$ cat src/rtl/prg_loader.sv
// prg_loader: turns an hps_io download stream into byte writes on a DMA port.
//
// A PRG download (index PRG_INDEX) carries a 2-byte little-endian load address
// followed by data. Data bytes pass through a one-entry holding buffer to the
// DMA port, starting at the load address. Bytes at or above MEM_TOP are dropped
// and flag overflow. When the download ends, NPTR 16-bit copies of the end
// address are written starting at PTR_BASE, and done pulses once.
//
// Optional feature: define PRG_LOADER_ROM_EN to accept ROM downloads
// (index ROM_INDEX). A ROM byte at stream offset N is written to ROM_BASE+N.
// Bytes at offsets of ROM_SIZE or more are discarded.
//
// Ports:
//   clk, reset            clock; synchronous active-high reset
//   ioctl_download/index/wr/addr/dout  download stream from hps_io
//   ioctl_wait            back-pressure; high while the holding buffer is full
//   dma_ready             memory side accepts a write this cycle
//   dma_addr/din/we       byte write port
//   busy                  loader is not idle
//   done                  one-cycle pulse when a PRG load completes
//   overflow              sticky; PRG data was dropped at or above MEM_TOP
//   end_addr              address one past the last PRG byte written
module prg_loader #(
  parameter int unsigned ADDR_W    = 16,
  parameter int unsigned MEM_TOP   = 'h8000,
  parameter logic [7:0]  PRG_INDEX = 8'h41,
  parameter int unsigned PTR_BASE  = 'h2A,
  parameter int unsigned NPTR      = 3,
  parameter logic [7:0]  ROM_INDEX = 8'h02,
  parameter int unsigned ROM_BASE  = 'h8000,
  parameter int unsigned ROM_SIZE  = 'h8000
) (
  input  logic              clk,
  input  logic              reset,
  input  logic              ioctl_download,
  input  logic [7:0]        ioctl_index,
  input  logic              ioctl_wr,
  input  logic [24:0]       ioctl_addr,
  input  logic [7:0]        ioctl_dout,
  output logic              ioctl_wait,
  input  logic              dma_ready,
  output logic [ADDR_W-1:0] dma_addr,
  output logic [7:0]        dma_din,
  output logic              dma_we,
  output logic              busy,
  output logic              done,
  output logic              overflow,
  output logic [15:0]       end_addr
);

  localparam logic [2:0] S_IDLE = 3'd0;
  localparam logic [2:0] S_HDR  = 3'd1;
  localparam logic [2:0] S_DATA = 3'd2;
  localparam logic [2:0] S_PTR  = 3'd3;
`ifdef PRG_LOADER_ROM_EN
  localparam logic [2:0] S_ROM  = 3'd4;
`else
  logic unused_rom;
  assign unused_rom = ^{ROM_INDEX, ROM_BASE, ROM_SIZE};
`endif

  localparam logic [2:0] PTR_LAST = 3'(2 * NPTR - 1);

  logic [2:0]        state_q, state_d;
  logic              dl_q;
  logic [15:0]       load_addr_q, load_addr_d;
  logic              buf_full_q, buf_full_d;
  logic [ADDR_W-1:0] buf_addr_q, buf_addr_d;
  logic [7:0]        buf_data_q, buf_data_d;
  logic              dma_we_q, dma_we_d;
  logic [ADDR_W-1:0] dma_addr_q, dma_addr_d;
  logic [7:0]        dma_din_q, dma_din_d;
  logic [2:0]        ptr_cnt_q, ptr_cnt_d;
  logic              overflow_q, overflow_d;
  logic              done_q, done_d;
  logic [15:0]       end_addr_q, end_addr_d;

  logic rise, drain, slot_free, wr_prg;

  assign rise      = ioctl_download && !dl_q;
  assign drain     = buf_full_q && dma_ready;
  // A byte may land in the entry being drained this same cycle.
  assign slot_free = !buf_full_q || drain;
  assign wr_prg    = ioctl_wr && (ioctl_index == PRG_INDEX);

  always_comb begin
    state_d     = state_q;
    load_addr_d = load_addr_q;
    buf_full_d  = buf_full_q;
    buf_addr_d  = buf_addr_q;
    buf_data_d  = buf_data_q;
    dma_we_d    = 1'b0;
    dma_addr_d  = dma_addr_q;
    dma_din_d   = dma_din_q;
    ptr_cnt_d   = ptr_cnt_q;
    overflow_d  = overflow_q;
    done_d      = 1'b0;
    end_addr_d  = end_addr_q;

    // The buffer drains independently of the state so a byte captured just
    // before the download ends still reaches memory.
    if (drain) begin
      dma_we_d   = 1'b1;
      dma_addr_d = buf_addr_q;
      dma_din_d  = buf_data_q;
      buf_full_d = 1'b0;
    end

    case (state_q)
      S_IDLE: begin
        if (rise && ioctl_index == PRG_INDEX) begin
          state_d    = S_HDR;
          overflow_d = 1'b0;
        end
`ifdef PRG_LOADER_ROM_EN
        else if (rise && ioctl_index == ROM_INDEX) state_d = S_ROM;
`endif
      end
      S_HDR: begin
        if (!ioctl_download) state_d = S_IDLE;
        else if (wr_prg) begin
          if (ioctl_addr == 25'd0) load_addr_d[7:0] = ioctl_dout;
          else if (ioctl_addr == 25'd1) begin
            load_addr_d[15:8] = ioctl_dout;
            state_d           = S_DATA;
          end
        end
      end
      S_DATA: begin
        if (wr_prg && slot_free) begin
          if (32'(load_addr_q) < MEM_TOP) begin
            buf_full_d  = 1'b1;
            buf_addr_d  = ADDR_W'(load_addr_q);
            buf_data_d  = ioctl_dout;
            load_addr_d = load_addr_q + 16'd1;
          end else begin
            overflow_d = 1'b1;
          end
        end else if (!ioctl_download && !buf_full_q) begin
          state_d   = S_PTR;
          ptr_cnt_d = '0;
        end
      end
      S_PTR: begin
        if (rise && ioctl_index == PRG_INDEX) begin
          state_d    = S_HDR;
          overflow_d = 1'b0;
        end
`ifdef PRG_LOADER_ROM_EN
        else if (rise && ioctl_index == ROM_INDEX) state_d = S_ROM;
`endif
        else if (dma_ready) begin
          dma_we_d   = 1'b1;
          dma_addr_d = ADDR_W'(PTR_BASE + 32'(ptr_cnt_q));
          dma_din_d  = ptr_cnt_q[0] ? load_addr_q[15:8] : load_addr_q[7:0];
          if (ptr_cnt_q == PTR_LAST) begin
            end_addr_d = load_addr_q;
            done_d     = 1'b1;
            state_d    = S_IDLE;
          end else begin
            ptr_cnt_d = ptr_cnt_q + 3'd1;
          end
        end
      end
`ifdef PRG_LOADER_ROM_EN
      S_ROM: begin
        if (!ioctl_download) state_d = S_IDLE;
        else if (ioctl_wr && ioctl_index == ROM_INDEX && slot_free &&
                 32'(ioctl_addr) < ROM_SIZE) begin
          buf_full_d = 1'b1;
          buf_addr_d = ADDR_W'(ROM_BASE + 32'(ioctl_addr));
          buf_data_d = ioctl_dout;
        end
      end
`endif
      default: state_d = S_IDLE;
    endcase
  end

  always_ff @(posedge clk) begin
    // Tracking the level through reset avoids a false start if the download
    // is still high when reset is released.
    dl_q <= ioctl_download;
    if (reset) begin
      state_q     <= S_IDLE;
      load_addr_q <= '0;
      buf_full_q  <= 1'b0;
      buf_addr_q  <= '0;
      buf_data_q  <= '0;
      dma_we_q    <= 1'b0;
      dma_addr_q  <= '0;
      dma_din_q   <= '0;
      ptr_cnt_q   <= '0;
      overflow_q  <= 1'b0;
      done_q      <= 1'b0;
      end_addr_q  <= '0;
    end else begin
      state_q     <= state_d;
      load_addr_q <= load_addr_d;
      buf_full_q  <= buf_full_d;
      buf_addr_q  <= buf_addr_d;
      buf_data_q  <= buf_data_d;
      dma_we_q    <= dma_we_d;
      dma_addr_q  <= dma_addr_d;
      dma_din_q   <= dma_din_d;
      ptr_cnt_q   <= ptr_cnt_d;
      overflow_q  <= overflow_d;
      done_q      <= done_d;
      end_addr_q  <= end_addr_d;
    end
  end

  assign ioctl_wait = buf_full_q;
  assign dma_we     = dma_we_q;
  assign dma_addr   = dma_addr_q;
  assign dma_din    = dma_din_q;
  assign busy       = (state_q != S_IDLE);
  assign done       = done_q;
  assign overflow   = overflow_q;
  assign end_addr   = end_addr_q;

endmodule

$ cat config.mk
export PLATFORM = sky130hd
export DESIGN_NAME = prg_loader
export DESIGN_NICKNAME = d
export VERILOG_FILES = /design/src/rtl/prg_loader.sv
export SDC_FILE = /design/constraint.sdc
export NUM_CORES = 1
export LEC_CHECK = 0
export CORE_AREA = 2 2 140 142
export DETAILED_ROUTE_END_ITERATION = 16
export DIE_AREA = 0 0 142 144
export GPL_TIMING_DRIVEN = 1
export SETUP_SLACK_MARGIN = 0.3
export SYNTH_ARGS = -nofsm -noshare
export SYNTH_HDL_FRONTEND = slang
export SYNTH_SLANG_ARGS = --single-unit
$ cat constraint.sdc
create_clock -name clk -period 4.5 [get_ports clk]
set_input_delay 0.45 -clock clk [delete_from_list [all_inputs] [get_ports clk]]
set_output_delay 0.45 -clock clk [all_outputs]
set_load 0.05 [all_outputs]
# == After elaboration in Yosys (flattened, before gate mapping) ==
# Index checks and enable logic that the tools add are counted.
# W data, S select, Z words.
# totals
ff_bits,91
in_bits,46
output_inout_bits,45
elab_cells,119
# op_classes
addsub,3
order_cmp,1
n_eq_ne,26
muxes,47
n_bitwise,3
n_reduce_logical,25
# op_table
cell,n
$mux W16,8
$mux W8,8
$mux W3,15
$pmux W16 S2,1
$ne A2 B2 Y1 const B,14
$eq A25 B1 Y1 const B,1
$logic_not A25 Y1,1
$add A16 B1 Y16 const B,1
$lt A16 B16 Y1 const B,1
$ne A3 B3 Y1 const B,5
$mux W1,12
$pmux W3 S4,1
$reduce_and A6 Y1,2
$eq A8 B7 Y1 const B,1
$reduce_and A4 Y1,2
$reduce_and A8 Y1,1
$add A6 B3 Y7 const A,1
$reduce_and A7 Y1,1
$eq A3 B2 Y1 const B,2
$logic_and A1 B1 Y1,6
$pmux W3 S2,1
$reduce_bool A2 Y1,3
$reduce_or A4 Y1,1
$add A3 B1 Y3 const B,1
11 further kinds,15

# == Depth between registers and ports, before layout ==
# Gate-level depths: netlist of the first run.
# depth
depth_word,6
ltp_mapped,9
mapped_depth_nobuf,7

# == Least setup slack after synthesis of the first run ==
# OpenSTA, ideal clock, no wires.
# synth_path
kind,input to register
start,input ioctl_index[5]
end,register load_addr_q[11]
setup_time_ns,0.117
t_arrival_ns,1.932
t_required_ns,4.383
slack_ns,2.450
cell_stages,5
n_path_buf,0
path_cell_list,nor4b_4 -> and3_4 -> a21boi_2 -> or4_1 -> a32o_1
# synth_between
elab_chain_len,5
elab_cells_between_ends,6
cone_classes,eq/ne (3); reduce/logical (3)
# synth_lines
element,line_no,source
start: declaration,36,"input logic [7:0] ioctl_index,"
$eq A8 B7 Y1 *,84,assign wr_prg = ioctl_wr && (ioctl_index == PRG_INDEX);
$logic_and A1 B1 Y1 *,84,
$logic_and A1 B1 Y1,130,if (wr_prg && slot_free) begin
$ne A2 B2 Y1 (no source line),--,
$reduce_and A7 Y1 (no source line) *,--,
end signal: assignment,199,load_addr_q <= load_addr_d;
end: declaration,66,"logic [15:0] load_addr_q, load_addr_d;"
# Every way passes the cells marked *; elsewhere a longest branch is shown, timed or not.
# A chain may end at the register's enable or synchronous reset.

# == Worst setup path in the final report of the first run ==
# layout_path
start,input dma_ready
end,register load_addr_q[5]
# layout_between
elab_chain_len,5
# layout_lines
element,line_no,source
start: declaration,41,"input logic dma_ready,"
$logic_and A1 B1 Y1,81,assign drain = buf_full_q && dma_ready;
$logic_or A1 B1 Y1,83,assign slot_free = !buf_full_q || drain;
$logic_and A1 B1 Y1,130,
$ne A2 B2 Y1 (no source line),--,
$reduce_and A6 Y1 (no source line),--,
# No other way between the ends.

==> results of run 1 <==
==> cells in the mapped netlist, drive strengths merged, types with 3 or more instances <==
| cell type | instances | area, sq um |
|---|---|---|
| a31oi | 13 | 87.58 |
| inv | 14 | 52.55 |
| a32o | 7 | 70.07 |
| or4 | 3 | 22.52 |
| buf | 9 | 42.54 |
| nor4 | 6 | 37.54 |
| a22oi | 9 | 67.56 |
| nand3 | 21 | 110.1 |
| dfxtp | 90 | 1802 |
| clkbuf | 29 | 108.9 |
| a41oi | 4 | 35.03 |
| and3 | 7 | 50.05 |
| nor2 | 43 | 163.9 |
| a211oi | 13 | 97.59 |
| o2111ai | 3 | 26.28 |
| a21oi | 39 | 195.2 |
| nand4 | 8 | 50.05 |
| o31ai | 4 | 35.03 |
| o211a | 3 | 30.03 |
| o21a | 3 | 22.52 |
| nor2b | 14 | 87.58 |
| a221oi | 4 | 35.03 |
| nand2 | 83 | 311.6 |
| ha | 8 | 100.1 |
| nand4b | 3 | 26.28 |
| a311oi | 12 | 105.1 |
| mux2i | 18 | 180.2 |
| o21ai | 13 | 72.57 |
| nor3 | 6 | 35.03 |
==> critical path, delay by kind of cell <==
family          cells  cell delay [ns]
compound gates      2             0.30
simple gates        3             1.17
buf+inv             1             0.90
==> through the flow <==
step	cell area [sq um]	setup slack (ns)	hold slack [ns]	cells	util
floorplan	4290	2.450	0.4268	512	-
detailed placement	5385	1.556	0.4440	809	0.2822
CTS	5699	1.896	0.4537	825	0.2987
finish	5699	1.855	0.4515	825	0.2987
global route	5699	1.625	0.4706	825	0.2987
global placement	5385	1.652	0.4416	809	0.2822
==> area by class of cell <==
class / instances / share of cell area
multi-input combinational: 369 / 0.4002
sequential: 90 / 0.3161
timing repair buffer: 97 / 0.1664
tap: 238 / 0.05225
clock buffer: 11 / 0.04435
clock inverter: 5 / 0.01076
inverter: 15 / 0.009879
==> flip-flops by register name (all words and copies together), names as in the netlist, named ones only <==
| register | cells |
|---|---|
| ioctl_wait | 1 |
| dma_addr | 14 |
| load_addr_q | 16 |
| buf_addr_q | 16 |
| overflow | 1 |
| dma_din | 8 |
| done | 1 |
| dma_we | 1 |
| end_addr | 16 |
| ptr_cnt_q | 3 |
| buf_data_q | 8 |
| dl_q | 1 |
| state_q | 2 |
==> routing by layer <==
layer  GRT usage  vias to the layer above  share of wire
li1            -                     2014              -
met1      0.1924                     1948           0.47
met2      0.1955                      191           0.44
met3     0.02914                       14          0.082
met4     0.04053                        0          0.012
met5           0                        -              0
==> worst max-delay path by stage <==
stage,from,end,slack (ns),depth (start not counted)
final,dma_ready,load_addr_q[5],1.86,6
after detailed placement,dma_ready,load_addr_q[8],1.56,6
after global placement,dma_ready,buf_addr_q[15],1.65,5
after floorplan,ioctl_index[5],load_addr_q[11],2.45,5
after CTS,dma_ready,load_addr_q[8],1.90,6
after global routing,dma_ready,load_addr_q[8],1.62,6
==> cell families (layout without fill, tap and decap cells) <==
group                      count (synthesis)  in the layout  share of synthesized area
muxes                                     18             18                    0.04199
and+or+nand+nor                          202            202                     0.2298
AOI/OAI and AO/OA                        141            141                     0.2365
buffers and inverters                     53            128                    0.04841
DFF                                       90             90                     0.4199
adders and majority gates                  8              8                    0.02333
==> where the power goes <==
| group | leakage (nW) | total, W | switching [W] | internal [W] |
|---|---|---|---|---|
| combinational | 0.991 | 0.000636 | 0.000399 | 0.000237 |
| clock | 0.144 | 0.000786 | 0.000323 | 0.000463 |
| sequential | 0.726 | 0.000924 | 0.0000841 | 0.000840 |
==> flow_summary.yaml, run 1 <==
run_status:
  run_status: "completed"
sta:
  totalNegativeSetupSlack_ns: 0
  slew_headroom: 0.4146
  setup_viol: 0
  max_slew.worst_pin.slew_ns: 0.8760
  finalHoldViolCount: 0
  unrepaired_setup_endpoints_after_global_routing: "no"
  timing.clock.skew_ns: 0.008581
  timing.final.crit_period_ns: 2.645
  max_clock_freq_mhz: 378.1
  report.final.slew_viol_count: 0
  final_min_period_over_clock_period: 0.5877
cts:
  cts_num_sinks: 90
  tritoncts: "done"
  cts_resized: 0
  worstSkewPairLatency_ns: 0.34
  number_of_buffers_inserted_by_post_cts_setup_repair: 0
  cts_hold_buffers: 0
  cts-buffers-inserted: 9
  clock-root-buffer: "clkbuf_16"
  htreeDepth: 3
  clkTransAtPathRegs_ns: 0.06
  cts.path.max_buffers: 2
min_path:
  worst_hold_path.endpoint: "buf_data_q[6]"
  hp-start: "buf_data_q[6]"
  whs_path_depth: 2
  hp-class: "reg -> reg"
detailed_routing:
  vias: 4167
  first_iteration_detailed_routing_drc_count: 352
  route.detailed.wl_per_inst_um: 16.58
  remaining_drc_errors: 0
  detail_route.first_pass.iterations: 6
  detail_route.wirelength_um: 13680
  postRouteAntennaNets: 0
  vias_cell: 5.051
worst_setup_path:
  crit_arrival_ns: 2.82
  cpMaxStageDelayCell: "clkdlybuf4s50_1"
  worst_setup_path_start_kind: "primary input"
  critPathCaptureType: "register"
  path_class: "in -> reg"
  critical_path_peak_fanout: 16
  crit_path_max_incr_delay_ns: 0.90
  timing.critical_path.required_ns: 4.67
  crit-reg2reg-launch: "state_q[0]"
  r2r_setup_slack_ns: 1.97
  r2r-end: "load_addr_q[5]"
  crit_chain: "clkdlybuf4s50_1 -> nand2b_1 -> and3_1 -> a21boi_2 -> nor3_1 -> a311oi_1"
  worst_r2r_path_depth: 9
power:
  cellPowerDensity_nw_per_um2: 411.7
  power.leakage_nw: 1.862
  power.ir.vdd_worst_uv: 208.0
  p_total_w: 0.002346
yosys:
  per_instance_average_area_after_synthesis_sq_um: 8.380
  synth_async_sr_flop_share: 0
  ys_dominant_reg_cell: "dfxtp_1"
  edff_count_synth: 0
  mappedNetlistNets: 566
  postSynthCellCount: 512
  synth.yosys.warnings: 0
  synth_seq_cells: 90
  synth_cell_type_count: 55
  syn_area_sq_um: 4290
  synth-seq-area-share: 0.4199
floorplan:
  placementRows: 51
  ioPinCount: 91
  die-height_um: 144
  die_w_um: 142
  die-area_sq_um: 20450
  coreArea_sq_um: 19080
  floorplan.initialDensity: 0.2249
layout:
  design.final.nets: 636
  fillCellCount: 2003
  layout_common_cells: "dfxtp_1 (90), clkdlybuf4s50_1 (89), nand2_1 (83)"
  final_common_cell: "dfxtp_1"
  post_route_cells_drive_above_1_share: 0.06644
  areaGrowthSynthToFinish_pct: 32.84
  multi_input_comb_area_sq_um: 2281
  final-seq-area_sq_um: 1802
  n_antenna_cell: 0
placement:
  globalplace.congestion: 0.8536
  dpl.hpwl_um: 9537
  port-buffer-count: 90
global_routing:
  grt_overflow_total: 0
  first_global_vias: 3802
  grt.total_usage: 0.1327
  grt_antenna_before_repair: 0
  wire_length_of_the_first_global_routing_pass_um: 21200
  maximum_number_of_pins_on_one_net_before_global_route_repair: 63
job:
  maxCapViolations: 0
No activity file was read; power rests on OpenSTA's default activity.
==> run 2, diff against run 1 <==
- clock period: 4.5 -> 2.4 ns (I/O delays scaled with it)
==> run 2 against run 1 <==
  * Total power grew 96%
  * Final cell count grew 3.9%
  * Clock skew shrank 0.0034 ns
  * Worst hold slack lost 0.044 ns
  * First-iteration DRC count shrank 13%
  * Clock power grew 77%
  * Die area is the same
  * Clock-buffer cell count shrank 2
  * Combinational power grew 140%
  * Register-to-register slack lost 1.6 ns
==> flow_summary.yaml, run 2 (same netlist as run 1, synthesis figures left out) <==
sta:
  slew_headroom: 0.5614
  max_clock_freq_mhz: 488.6
  setup_viol: 0
  timing.clock.skew_ns: 0.005201
  final_min_period_over_clock_period: 0.8528
  unrepaired_setup_endpoints_after_global_routing: "no"
  report.final.slew_viol_count: 0
  finalHoldViolCount: 0
  max_slew.worst_pin.slew_ns: 0.6563
  totalNegativeSetupSlack_ns: 0
  timing.final.crit_period_ns: 2.047
detailed_routing:
  vias_cell: 4.943
  remaining_drc_errors: 0
  route.detailed.wl_per_inst_um: 16.40
  vias: 4236
  detail_route.first_pass.iterations: 4
  first_iteration_detailed_routing_drc_count: 308
  detail_route.wirelength_um: 14050
  postRouteAntennaNets: 0
layout:
  fillCellCount: 2024
  n_antenna_cell: 0
  areaGrowthSynthToFinish_pct: 40.01
  post_route_cells_drive_above_1_share: 0.1212
  final_cells: 857
  layout_common_cells: "dfxtp_1 (90), clkdlybuf4s50_1 (88), nand2_1 (83)"
  final_common_cell: "dfxtp_1"
  design.final.nets: 670
placement:
  dpl.cell_count: 842
  dpl.hpwl_um: 9802
  port-buffer-count: 90
  globalplace.congestion: 0.8655
cts:
  tritoncts: "done"
  worstSkewPairLatency_ns: 0.34
  clock-root-buffer: "clkbuf_16"
  cts.path.max_buffers: 2
  htreeDepth: 3
  cts-buffers-inserted: 9
  clkTransAtPathRegs_ns: 0.06
  cts_hold_buffers: 0
  cts_num_sinks: 90
global_routing:
  grt_antenna_before_repair: 0
  grt.total_usage: 0.1378
  maximum_number_of_pins_on_one_net_before_global_route_repair: 89
  first_global_vias: 4000
  wire_length_of_the_first_global_routing_pass_um: 21910
  grt_overflow_total: 0
worst_setup_path:
  timing.critical_path.required_ns: 2.16
  critPathBufInv: 2
  path_class: "reg -> out"
  crit_chain: "buf_4 -> clkdlybuf4s50_1"
  cpMaxStageDelayCell: "clkdlybuf4s50_1"
  crit-reg2reg-launch: "load_addr_q[5]"
  crit_path_max_incr_delay_ns: 0.85
  critPathCaptureType: "output pin"
  r2r-end: "load_addr_q[11]"
  critical-path-top-delay-family: "buffers and inverters"
  crit_arrival_ns: 1.81
  r2r_setup_slack_ns: 0.41
  worst_r2r_path_depth: 5
  critical_path_peak_fanout: 14
  worst_setup_path_start_kind: "register"
power:
  power.leakage_nw: 2.052
  sequential_cell_fraction_of_total_power: 0.365
  comb_power_share: 0.332
  power.ir.vdd_worst_uv: 350.5
  cellPowerDensity_nw_per_um2: 765.2
  p_total_w: 0.004597
  power.switching_w: 0.001576
  power.switching_fraction: 0.3428
  power_frac_clock: 0.303
  p_int_w: 0.003021
min_path:
  whs_path_depth: 3
  hp-start: "reset"
  hp-class: "in -> reg"
  worst_hold_path.endpoint: "load_addr_q[14]"
floorplan:
  ioPinCount: 91
  die_w_um: 142
  coreArea_sq_um: 19080
  die-area_sq_um: 20450
  die-height_um: 144
  floorplan.initialDensity: 0.2249
  placementRows: 51
job:
  maxCapViolations: 0
run_status:
  run_status: "completed"
==> run 2: through the flow <==
stage / cell area [sq um] / hold WS [ns] / setup WS (ns) / utilization
2_1_floorplan: 4290 / 0.2677 / 0.4413 / -
3_3_place_gp: 5670 / 0.4358 / 0.006747 / 0.2972
3_5_place_dp: 5670 / 0.4416 / 0.01381 / 0.2972
4_1_cts: 5963 / 0.4260 / 0.3135 / 0.3125
5_1_grt: 6007 / 0.4324 / 0.3107 / 0.3148
6_report: 6007 / 0.4078 / 0.3533 / 0.3148
==> run 2: cell type report <==
type / count / area, sq um / area share
multi-input combinational: 369 / 2322 / 0.3866
sequential: 90 / 1802 / 0.2999
timing repair buffer: 131 / 1247 / 0.2077
tap: 238 / 297.8 / 0.04957
clock buffer: 9 / 225.2 / 0.03749
clock inverter: 5 / 56.30 / 0.009373
inverter: 15 / 56.30 / 0.009373
==> run 2: power groups by stage <==
| stage | combinational [W] | sequential [W] | clock, W |
|---|---|---|---|
| global placement | 0.00146 | 0.00171 | 0 |
| CTS | 0.00145 | 0.00167 | 0.00143 |
| detailed placement | 0.00145 | 0.00171 | 0 |
| finish | 0.00153 | 0.00168 | 0.00139 |
| global route | 0.00167 | 0.00169 | 0.00148 |
| floorplan | 0.000834 | 0.00171 | 0 |
==> run 2: worst register-to-register path: stages, from the launching register on <==
cell and delay, ns:
dfxtp_1 0.47, nand4_1 0.20, nor3b_1 0.42, a31oi_1 0.16, or4_1 0.42, a32o_1 0.21
==> run 2: worst max-delay path by stage <==
stage | depth (start not counted) | slack [ns] | to | startpoint
2_1_floorplan | 8 | 0.44 | load_addr_q[11] | state_q[0]
5_1_grt | 2 | 0.31 | ioctl_wait | ioctl_wait
3_3_place_gp | 6 | 0.007 | end_addr[7] | ioctl_download
6_report | 2 | 0.35 | ioctl_wait | ioctl_wait
4_1_cts | 8 | 0.31 | load_addr_q[10] | state_q[0]
3_5_place_dp | 6 | 0.01 | end_addr[12] | ioctl_index[2]
==> run 2: what timing repair did <==
item                                    CTS  global route
endpoints found under the setup margin   18            14
resized for setup                         3             7
setup buffers                             0             1
==> run 2: layer usage <==
layer | up-vias | wire, um | GRT usage | share of wire
li1 | 2076 | - | - | -
met1 | 1990 | 6766 | 0.1939 | 0.48
met2 | 153 | 6199 | 0.2141 | 0.44
met3 | 17 | 915 | 0.03377 | 0.065
met4 | 0 | 172 | 0.02895 | 0.012
met5 | - | 0 | 0 | 0
